<file path="src/rtl/bht_sched_pkg.sv">
// bht_sched_pkg: shared types, constants and counter helper for the BHT update scheduler
package bht_sched_pkg;
  typedef struct packed {
    logic       valid;
    logic [1:0] ctr;
  } bht_entry_t;
  typedef enum logic {IDLE, FLUSH} sched_state_e;
  localparam logic [1:0] FLUSH_CTR_INIT = 2'b10;
  function automatic logic [1:0] sat_upd(input logic [1:0] c, input logic taken);
    return taken ? (c == 2'b11 ? c : c + 2'd1) : (c == 2'b00 ? c : c - 2'd1);
  endfunction
endpackage

</file>
<file path="src/rtl/bht_upd_fifo.sv">
// bht_upd_fifo: synchronous FIFO with clear, wrap-around pointers carrying an extra MSB
//   clk_i/rst_i clock and sync active-high reset; clear_i empties the FIFO (a same-cycle push survives)
//   push_i/data_i enqueue; pop_i/data_o dequeue (data_o shows the head); full_o/empty_o status
module bht_upd_fifo #(
  parameter int unsigned WIDTH = 8,
  parameter int unsigned DEPTH = 4
) (
  input  logic             clk_i,
  input  logic             rst_i,
  input  logic             clear_i,
  input  logic             push_i,
  input  logic             pop_i,
  input  logic [WIDTH-1:0] data_i,
  output logic [WIDTH-1:0] data_o,
  output logic             full_o,
  output logic             empty_o
);
  localparam int unsigned AW = $clog2(DEPTH);
  logic [WIDTH-1:0] mem [DEPTH];
  logic [AW:0] wptr, rptr;
  assign empty_o = wptr == rptr;
  assign full_o = (wptr[AW] != rptr[AW]) && (wptr[AW-1:0] == rptr[AW-1:0]);
  assign data_o = mem[rptr[AW-1:0]];
  always_ff @(posedge clk_i) begin
    if (rst_i) begin
      wptr <= '0;
      rptr <= '0;
    end else if (clear_i) begin
      wptr <= {{AW{1'b0}}, push_i};
      rptr <= '0;
    end else begin
      if (push_i) wptr <= wptr + 1'b1;
      if (pop_i) rptr <= rptr + 1'b1;
    end
  end
  always_ff @(posedge clk_i) begin
    if (push_i) mem[clear_i ? '0 : wptr[AW-1:0]] <= data_i;
  end
endmodule

</file>
<file path="src/rtl/bht_update_sched.sv">
// bht_update_sched: sequences all BHT RAM writes (counter read-modify-write updates and flush sweep)
//   clk_i, rst_i (sync, active-high); flush_bp_i restarts the sweep; debug_mode_i blocks updates
//   upd_*: resolved branches from EXECUTE; ram_rd_*: 1-cycle-latency read port; ram_w*: write port
//   flush_busy_o: sweep in progress
//   Optional macro BHT_SCHED_STATS_EN adds stat_upd_o (writes applied) and stat_drop_o (updates lost)
module bht_update_sched
  import bht_sched_pkg::*;
#(
  parameter int unsigned VLEN            = 64,
  parameter int unsigned INSTR_PER_FETCH = 2,
  parameter bit          RVC             = 1'b1,
  parameter int unsigned NR_ENTRIES      = 1024,
  parameter int unsigned FIFO_DEPTH      = 4,
  localparam int unsigned IPF            = INSTR_PER_FETCH,
  localparam int unsigned ROW_W          = $clog2(NR_ENTRIES / INSTR_PER_FETCH)
) (
  input  logic               clk_i,
  input  logic               rst_i,
  input  logic               flush_bp_i,
  input  logic               debug_mode_i,
  input  logic               upd_valid_i,
  input  logic [VLEN-1:0]    upd_pc_i,
  input  logic               upd_taken_i,
  output logic               ram_rd_en_o,
  output logic [ROW_W-1:0]   ram_rd_addr_o,
  input  logic [IPF*3-1:0]   ram_rd_data_i,
  output logic               ram_we_o,
  output logic [ROW_W-1:0]   ram_wr_addr_o,
  output logic [IPF-1:0]     ram_wr_mask_o,
  output logic [IPF*3-1:0]   ram_wr_data_o,
  output logic               flush_busy_o
`ifdef BHT_SCHED_STATS_EN
  ,
  output logic [31:0]        stat_upd_o,
  output logic [31:0]        stat_drop_o
`endif
);
  localparam int unsigned NR_ROWS = NR_ENTRIES / IPF;
  localparam int unsigned OFFSET = RVC ? 1 : 2;
  localparam int unsigned COL_W = $clog2(IPF);
  localparam int unsigned CW = COL_W > 0 ? COL_W : 1;
  typedef struct packed {
    logic [ROW_W-1:0] row;
    logic [CW-1:0]    col;
    logic             taken;
  } bht_upd_req_t;
  sched_state_e state_q, state_d;
  logic [ROW_W-1:0] cnt_q, cnt_d;
  bht_upd_req_t push_req, head, s1_q;
  logic s1_valid_q, push, pop, full, empty, flushing, s1_we, fwd;
  logic lw_valid_q;
  logic [ROW_W-1:0] lw_row_q;
  logic [CW-1:0] lw_col_q;
  logic [1:0] lw_ctr_q, old_ctr, new_ctr;
  bht_entry_t wr_entry;
  logic unused_bits;
  assign unused_bits = ^{upd_pc_i, ram_rd_data_i};
  assign push_req.row = upd_pc_i[COL_W+OFFSET +: ROW_W];
  assign push_req.col = (RVC && COL_W > 0) ? upd_pc_i[OFFSET +: CW] : '0;
  assign push_req.taken = upd_taken_i;
  assign flushing = state_q == FLUSH;
  assign pop = !flushing && !flush_bp_i && !empty;
  // A flush clears the FIFO in the same cycle, so an incoming update always fits
  assign push = upd_valid_i && !debug_mode_i && (!full || pop || flush_bp_i);
  always_comb begin
    state_d = flush_bp_i ? FLUSH : (flushing && cnt_q == ROW_W'(NR_ROWS - 1)) ? IDLE : state_q;
    cnt_d = flush_bp_i ? '0 : flushing ? cnt_q + 1'b1 : cnt_q;
  end
  always_ff @(posedge clk_i) begin
    if (rst_i) begin
      state_q <= FLUSH;
      cnt_q <= '0;
    end else begin
      state_q <= state_d;
      cnt_q <= cnt_d;
    end
  end
  bht_upd_fifo #(
    .WIDTH ($bits(bht_upd_req_t)),
    .DEPTH (FIFO_DEPTH)
  ) i_fifo (
    .clk_i   (clk_i),
    .rst_i   (rst_i),
    .clear_i (flush_bp_i),
    .push_i  (push),
    .pop_i   (pop),
    .data_i  (push_req),
    .data_o  (head),
    .full_o  (full),
    .empty_o (empty)
  );
  // The RAM returns pre-write data on a same-cycle read/write, so the counter
  // written one cycle earlier must be forwarded instead of the RAM value
  assign fwd = lw_valid_q && lw_row_q == s1_q.row && lw_col_q == s1_q.col;
  assign old_ctr = fwd ? lw_ctr_q : ram_rd_data_i[3*s1_q.col +: 2];
  assign new_ctr = sat_upd(old_ctr, s1_q.taken);
  assign s1_we = s1_valid_q && !flush_bp_i && !flushing;
  always_ff @(posedge clk_i) begin
    if (rst_i) begin
      s1_valid_q <= 1'b0;
      lw_valid_q <= 1'b0;
    end else begin
      s1_valid_q <= pop;
      lw_valid_q <= s1_we;
    end
    s1_q <= head;
    lw_row_q <= s1_q.row;
    lw_col_q <= s1_q.col;
    lw_ctr_q <= new_ctr;
  end
  assign wr_entry = flushing ? '{valid: 1'b0, ctr: FLUSH_CTR_INIT} : '{valid: 1'b1, ctr: new_ctr};
  assign ram_rd_en_o = !rst_i && pop;
  assign ram_rd_addr_o = head.row;
  assign ram_we_o = !rst_i && (flushing || s1_we);
  assign ram_wr_addr_o = flushing ? cnt_q : s1_q.row;
  assign ram_wr_mask_o = flushing ? '1 : IPF'(1) << s1_q.col;
  assign ram_wr_data_o = {IPF{wr_entry}};
  assign flush_busy_o = flushing;
`ifdef BHT_SCHED_STATS_EN
  logic drop;
  assign drop = upd_valid_i && !debug_mode_i && !push;
  always_ff @(posedge clk_i) begin
    if (rst_i) begin
      stat_upd_o <= '0;
      stat_drop_o <= '0;
    end else begin
      stat_upd_o <= stat_upd_o + 32'(s1_we);
      stat_drop_o <= stat_drop_o + 32'(drop);
    end
  end
`endif
endmodule

</file>
<file path="config.mk">
export PLATFORM = sky130hd
export DESIGN_NAME = bht_update_sched
export DESIGN_NICKNAME = d
export VERILOG_FILES = /design/src/rtl/bht_sched_pkg.sv /design/src/rtl/bht_upd_fifo.sv /design/src/rtl/bht_update_sched.sv
export SDC_FILE = /design/constraint.sdc
export NUM_CORES = 1
export LEC_CHECK = 0
export ABC_AREA = 1
export BUFFER_PORTS_ARGS = -buffer_cell sky130_fd_sc_hd__buf_2
export CAP_MARGIN = 15
export CORE_MARGIN = 2
export CORE_UTILIZATION = 50
export DETAILED_ROUTE_END_ITERATION = 8
export PLACE_DENSITY = 0.77
export SYNTH_ARGS = -nofsm -noshare
export SYNTH_HDL_FRONTEND = slang
export SYNTH_SLANG_ARGS = --single-unit
</file>
<file path="constraint.sdc">
create_clock -name clk_i -period 2.6 [get_ports clk_i]
set_input_delay 0 -clock clk_i [delete_from_list [all_inputs] [get_ports clk_i]]
set_output_delay 0 -clock clk_i [all_outputs]
set_load 0.05 [all_outputs]
</file>
======== Word level (Yosys, flattened, before mapping) ========
Memory sizes are Yosys's and may differ from the RTL's. A register that Yosys moved wholly into a read port is not among the register bits.
Index checks and enable logic that the tools add are counted.
operators by class
  add/subtract/negate cells ............... 5
  $mul .................................... 1
  eq/ne operators ......................... 7
  shifts and indexed selects .............. 2
  multiplexer cells ....................... 14
  reductions and logical operators ........ 24
operators with widths
  kind                 number
  $mux 2               8
  $logic_and 1x1->1    12
  $add 9x1->9 const B  1
  $eq 9x9->1           1
  $eq 9x9->1 const B   1
  $mux 9               1
  $add 3x1->3 const B  2
  $logic_not 1->1      6
  $shiftx 6x4->2       1
  $mux 1               4
  $eq 3x3->1           1
  $logic_or 1x1->1     3
  $mul 2x1->3 const A  1
  $mux 3               1
  $add 2x1->2 const B  1
  $eq 2x2->1           1
  $eq 2x2->1 const B   1
  $logic_not 2->1      1
  $reduce_bool 2->1    1
  $reduce_or 2->1      1
  $shl 1x1->2 const A  1
  $sub 2x1->2 const B  1
  $eq 1x1->1           1
  $ne 1x1->1           1
word-level totals
  flip-flop bits (word level) ............. 41
  RAM bits ................................ 44
  output and inout port bits .............. 29
  logic and storage cells ................. 67
  memories ................................ 1
memories
  memory      words  width  rd ports  clocked after memory_dff  wr ports  RTL line            source
  i_fifo.mem  4      11     1         1                         1         bht_upd_fifo.sv:19  logic [WIDTH-1:0] mem [DEPTH];

======== Longest topological paths before layout ========
  depth in word-level cells ............... 8
  gate-level depth with buffers ........... 13

======== Hierarchy ========
A second synthesis with hierarchy kept.
unflattened totals
  cell total of the unflattened synthesis .. 409
  area total of the unflattened synthesis .. 3721.1 um^2
modules (own cells, without submodules)
  module            instances  cells an instance  area an instance (um^2)  sequential area each (um^2)
  bht_upd_fifo      1          181                2133.3                   1481.4
  bht_update_sched  1          228                1587.8                   700.7

======== Worst setup path after synthesis ========
No wires, ideal clock.
  path kind ............................... flip-flop to flip-flop
  from .................................... register state_q (netlist: flush_busy_o)
  to ...................................... memory i_fifo.mem[2][0] in the netlist's numbering (enable)
  setup time .............................. 0.409 ns
  arrival time ............................ 2.126 ns
  required time ........................... 2.191 ns
  setup slack ............................. 0.065 ns
  cell stages (with the launch flop) ...... 7
  path buffers ............................ 1
  cells stage by stage .................... dfxtp_1 buf_2 inv_1 nor3_1 nand2_1 nand3_2 nor4_1
on the way
  cells in the longest elaborated chain, start to end .. 8
ends and longest elaborated chain
  item                             RTL line                source
  start: declaration               bht_update_sched.sv:47  sched_state_e state_q, state_d;
  start signal: assignment         bht_update_sched.sv:74  state_q <= state_d;
  $logic_not 1->1                  bht_update_sched.sv:62  assign pop = !flushing && !flush_bp_i && !empty;
  $logic_and 1x1->1 (2 in series)  bht_update_sched.sv:62
  $logic_or 1x1->1 (2 in series)   bht_update_sched.sv:64  assign push = upd_valid_i && !debug_mode_i && (!full || pop || flush_bp_i);
  $logic_and 1x1->1                bht_update_sched.sv:64
  $mux 1 (2 in series)             bht_upd_fifo.sv:37      if (push_i) mem[clear_i ? '0 : wptr[AW-1:0]] <= data_i;
  end: declaration                 bht_upd_fifo.sv:19
No other way between the ends.

==> results.json <==
{
  "status": "complete, no violations",
  "cts_tree": "done",
  "p_leak_nw": 1.85,
  "grt_pass1_vias": 2615,
  "htree_num_levels": 3,
  "antenna_cells": 0,
  "cts_root_buf": "clkbuf_8",
  "ctsResizeCount": 0,
  "synthMuxAreaShare": 0,
  "crit_type": "flip-flop to primary output",
  "io-pin-count": 105,
  "die-area_sq_um": 7950,
  "clkSinkCount": 87,
  "area_growth_pct": 17.5,
  "clock.fmax_ghz": 0.479,
  "critPathArrivalTime_ns": 2.09,
  "synthesis.nets": 471,
  "wl_per_cell_um": 13.0,
  "relSlewSlack": 0.597,
  "peakVddDrop_uv": 389,
  "grt_overflow": 0,
  "row_count": 31,
  "max_cap_violations": 0,
  "gp_congestion": 0.888,
  "drv_slew": 0,
  "layout-drive-gt1-share": 0.185,
  "worst_setup_path_start_kind": "flip-flop",
  "synth-edff-count": 44,
  "grt_pass1_wl_um": 11700,
  "setup_violations": 0,
  "yosys_most_used_dff": "edfxtp_1",
  "syn-cell-area_sq_um": 3630,
  "synth_seq_cells": 87,
  "syn_avg_cell_area_sq_um": 9.27,
  "drcViolationCount": 0,
  "dp_cells": 522,
  "whs_path_depth": 4,
  "timing.final.ws_setup_ns": 0.512,
  "ys_seq_area_frac": 0.602,
  "yosysWarnings": 0,
  "antenna_left": 0,
  "synth_xor_area_frac": 0.0145,
  "num_vias": 2746,
  "synth_top_family_by_area": "simple AND/OR/NAND/NOR gates",
  "portBuffers": 48,
  "final_cells": 553,
  "cts_buffers": 9,
  "via_per_inst": 4.97,
  "dpl_worst_slack_ns": 0.781,
  "whs_ns": 0.0728,
  "min_path_type": "input pin to flip-flop",
  "cts_setup_buffers": 0,
  "rsz0062_at_grt": "no",
  "tightest_slew_ns": 0.604,
  "clock_latency_ns": 0.36,
  "required_ns": 2.60,
  "power_mw": 2.57,
  "yosys.area_share.simple": 0.187,
  "grtUsageTotal": 0.198,
  "powerDensity_nw_per_um2": 605,
  "yosysUniqueCellTypes": 28,
  "antenna_found_initial": 0,
  "clkSlewWorstSetupHoldPaths_ns": 0.09,
  "nNetsFinal": 529,
  "fin_crit_ns": 2.09,
  "initial_core_util": 0.508,
  "setup_tns_ns": 0,
  "wl_um": 7210,
  "reg2reg_depth": 6,
  "cp-end-kind": "primary output",
  "drt_iter0_drc": 143,
  "synth-compound-area-share": 0.0980,
  "die_y_um": 89.2,
  "fillers": 624,
  "finalHoldViolCount": 0,
  "async_reset_ff_frac": 0,
  "clk_path_buf_depth": 2,
  "cts_hold_buf": 15,
  "core-area_sq_um": 7140,
  "synthCells": 391,
  "hpwl_um": 4960,
  "fin_crit_sh": 0.803,
  "finClkSkew_ns": 0.00822,
  "fp.dieW_um": 89.2,
  "synth-adder-area-share": 0.0138,
  "drt_first_pass_iters": 4,
  "grt_max_degree": 26,
  "cp_max_fo": 23
}
[placed cells by master, fill, tap and decap left out, types with 2 or more instances in the layout]
cell type and instances:
nor2_2 2, xor2_1 4, nor3_1 6, nand2_1 79
inv_6 2, o22ai_1 12, nand2_2 5, nor2_1 42
xnor2_1 2, edfxtp_1 44, nor2_4 2, o21ai_0 38
inv_1 43, dfxtp_1 43, clkinv_1 2, buf_4 6
buf_2 48, clkinv_4 2, a21oi_1 14, nand4_1 4
clkbuf_8 9, ha_1 4, nand3_2 2, inv_8 2
dlygate4sd3_1 15, inv_2 2, nand3_1 14
[power by group]
group          internal [mW]  switching [mW]
Clock                  0.378           0.538
Sequential              1.47          0.0167
Combinational         0.0610           0.112
Total                   1.91           0.666
[worst max-delay path: stages, from the launching register on]
cell and delay, ns:
dfxtp_1 0.31, buf_4 0.20, inv_1 0.47, o21ai_0 0.15, o22ai_1 0.27, buf_2 0.33
[synth_stat cells (4+ instances only)]
cell / count / area [sq um]
a21oi_1: 14 / 70.1
buf_4: 12 / 90.1
clkbuf_1: 8 / 30.0
dfxtp_1: 43 / 861
edfxtp_1: 44 / 1320
ha_1: 4 / 50.1
inv_1: 43 / 161
nand2_1: 79 / 297
nand2_2: 5 / 31.3
nand3_1: 14 / 70.1
nand4_1: 4 / 25.0
nor2_1: 42 / 158
nor3_1: 6 / 30.0
o21ai_0: 38 / 190
o22ai_1: 12 / 75.1
xor2_1: 4 / 35.0
[per-stage QoR]
stage | util | instance area [sq um]
after floorplan | - | 3630
after global placement | 0.548 | 3910
after detailed placement | 0.548 | 3910
after CTS | 0.597 | 4260
after global routing | 0.597 | 4260
final | 0.597 | 4260
[final timing paths]
| check | slack [ns] | startpoint | endpoint |
|---|---|---|---|
| worst min-delay path | 0.07 | debug_mode_i | i_fifo.wptr[1]$_SDFFE_PP0P_ |
| worst min register to register | 0.37 | s1_q[6]$_DFF_P_ | lw_row_q[4]$_DFF_P_ |
| worst max-delay path | 0.51 | flip-flop | ram_rd_addr_o[6] |
| worst max register to register | 0.75 | flush_busy_o$_SDFFE_PP1P_ | i_fifo.mem[0][3]$_DFFE_PP_ |
[sequential cells by signal, summed over array words and instances (netlist names), named ones only]
register      cells
lw_col_q          1
lw_valid_q        1
s1_valid_q        1
s1_q             11
i_fifo.rptr       3
lw_ctr_q          2
flush_busy_o      1
lw_row_q          9
i_fifo.mem       44
cnt_q             9
i_fifo.wptr       3
[per-layer routing]
layer / GRT usage / wire length (um) / vias to the layer above
met5: 0 / 0 / -
met4: 0.102 / 156 / 0
met3: 0.0351 / 314 / 13
met2: 0.323 / 3520 / 53
met1: 0.255 / 3220 / 1278
li1: - / - / 1402
[layout make-up]
| class | instances | area [sq um] | area share |
|---|---|---|---|
| tap | 99 | 124 | 0.0291 |
| sequential | 87 | 2180 | 0.512 |
| multi-input combinational | 235 | 1140 | 0.269 |
| clock buffer | 9 | 124 | 0.0291 |
| inverter | 47 | 176 | 0.0414 |
| clock inverter | 7 | 73.8 | 0.0173 |
| timing repair buffer | 69 | 435 | 0.102 |
[kinds of logic (layout without fill, tap and decap cells)]
family | Yosys count | count (layout)
and+or+nand+nor | 158 | 158
DFF | 87 | 87
buffers and inverters | 69 | 132
AOI/OAI and AO/OA | 67 | 67
xor gates and xnor gates | 6 | 6
adders and majority gates | 4 | 4
Note: power is estimated with default switching activity, not from simulation.
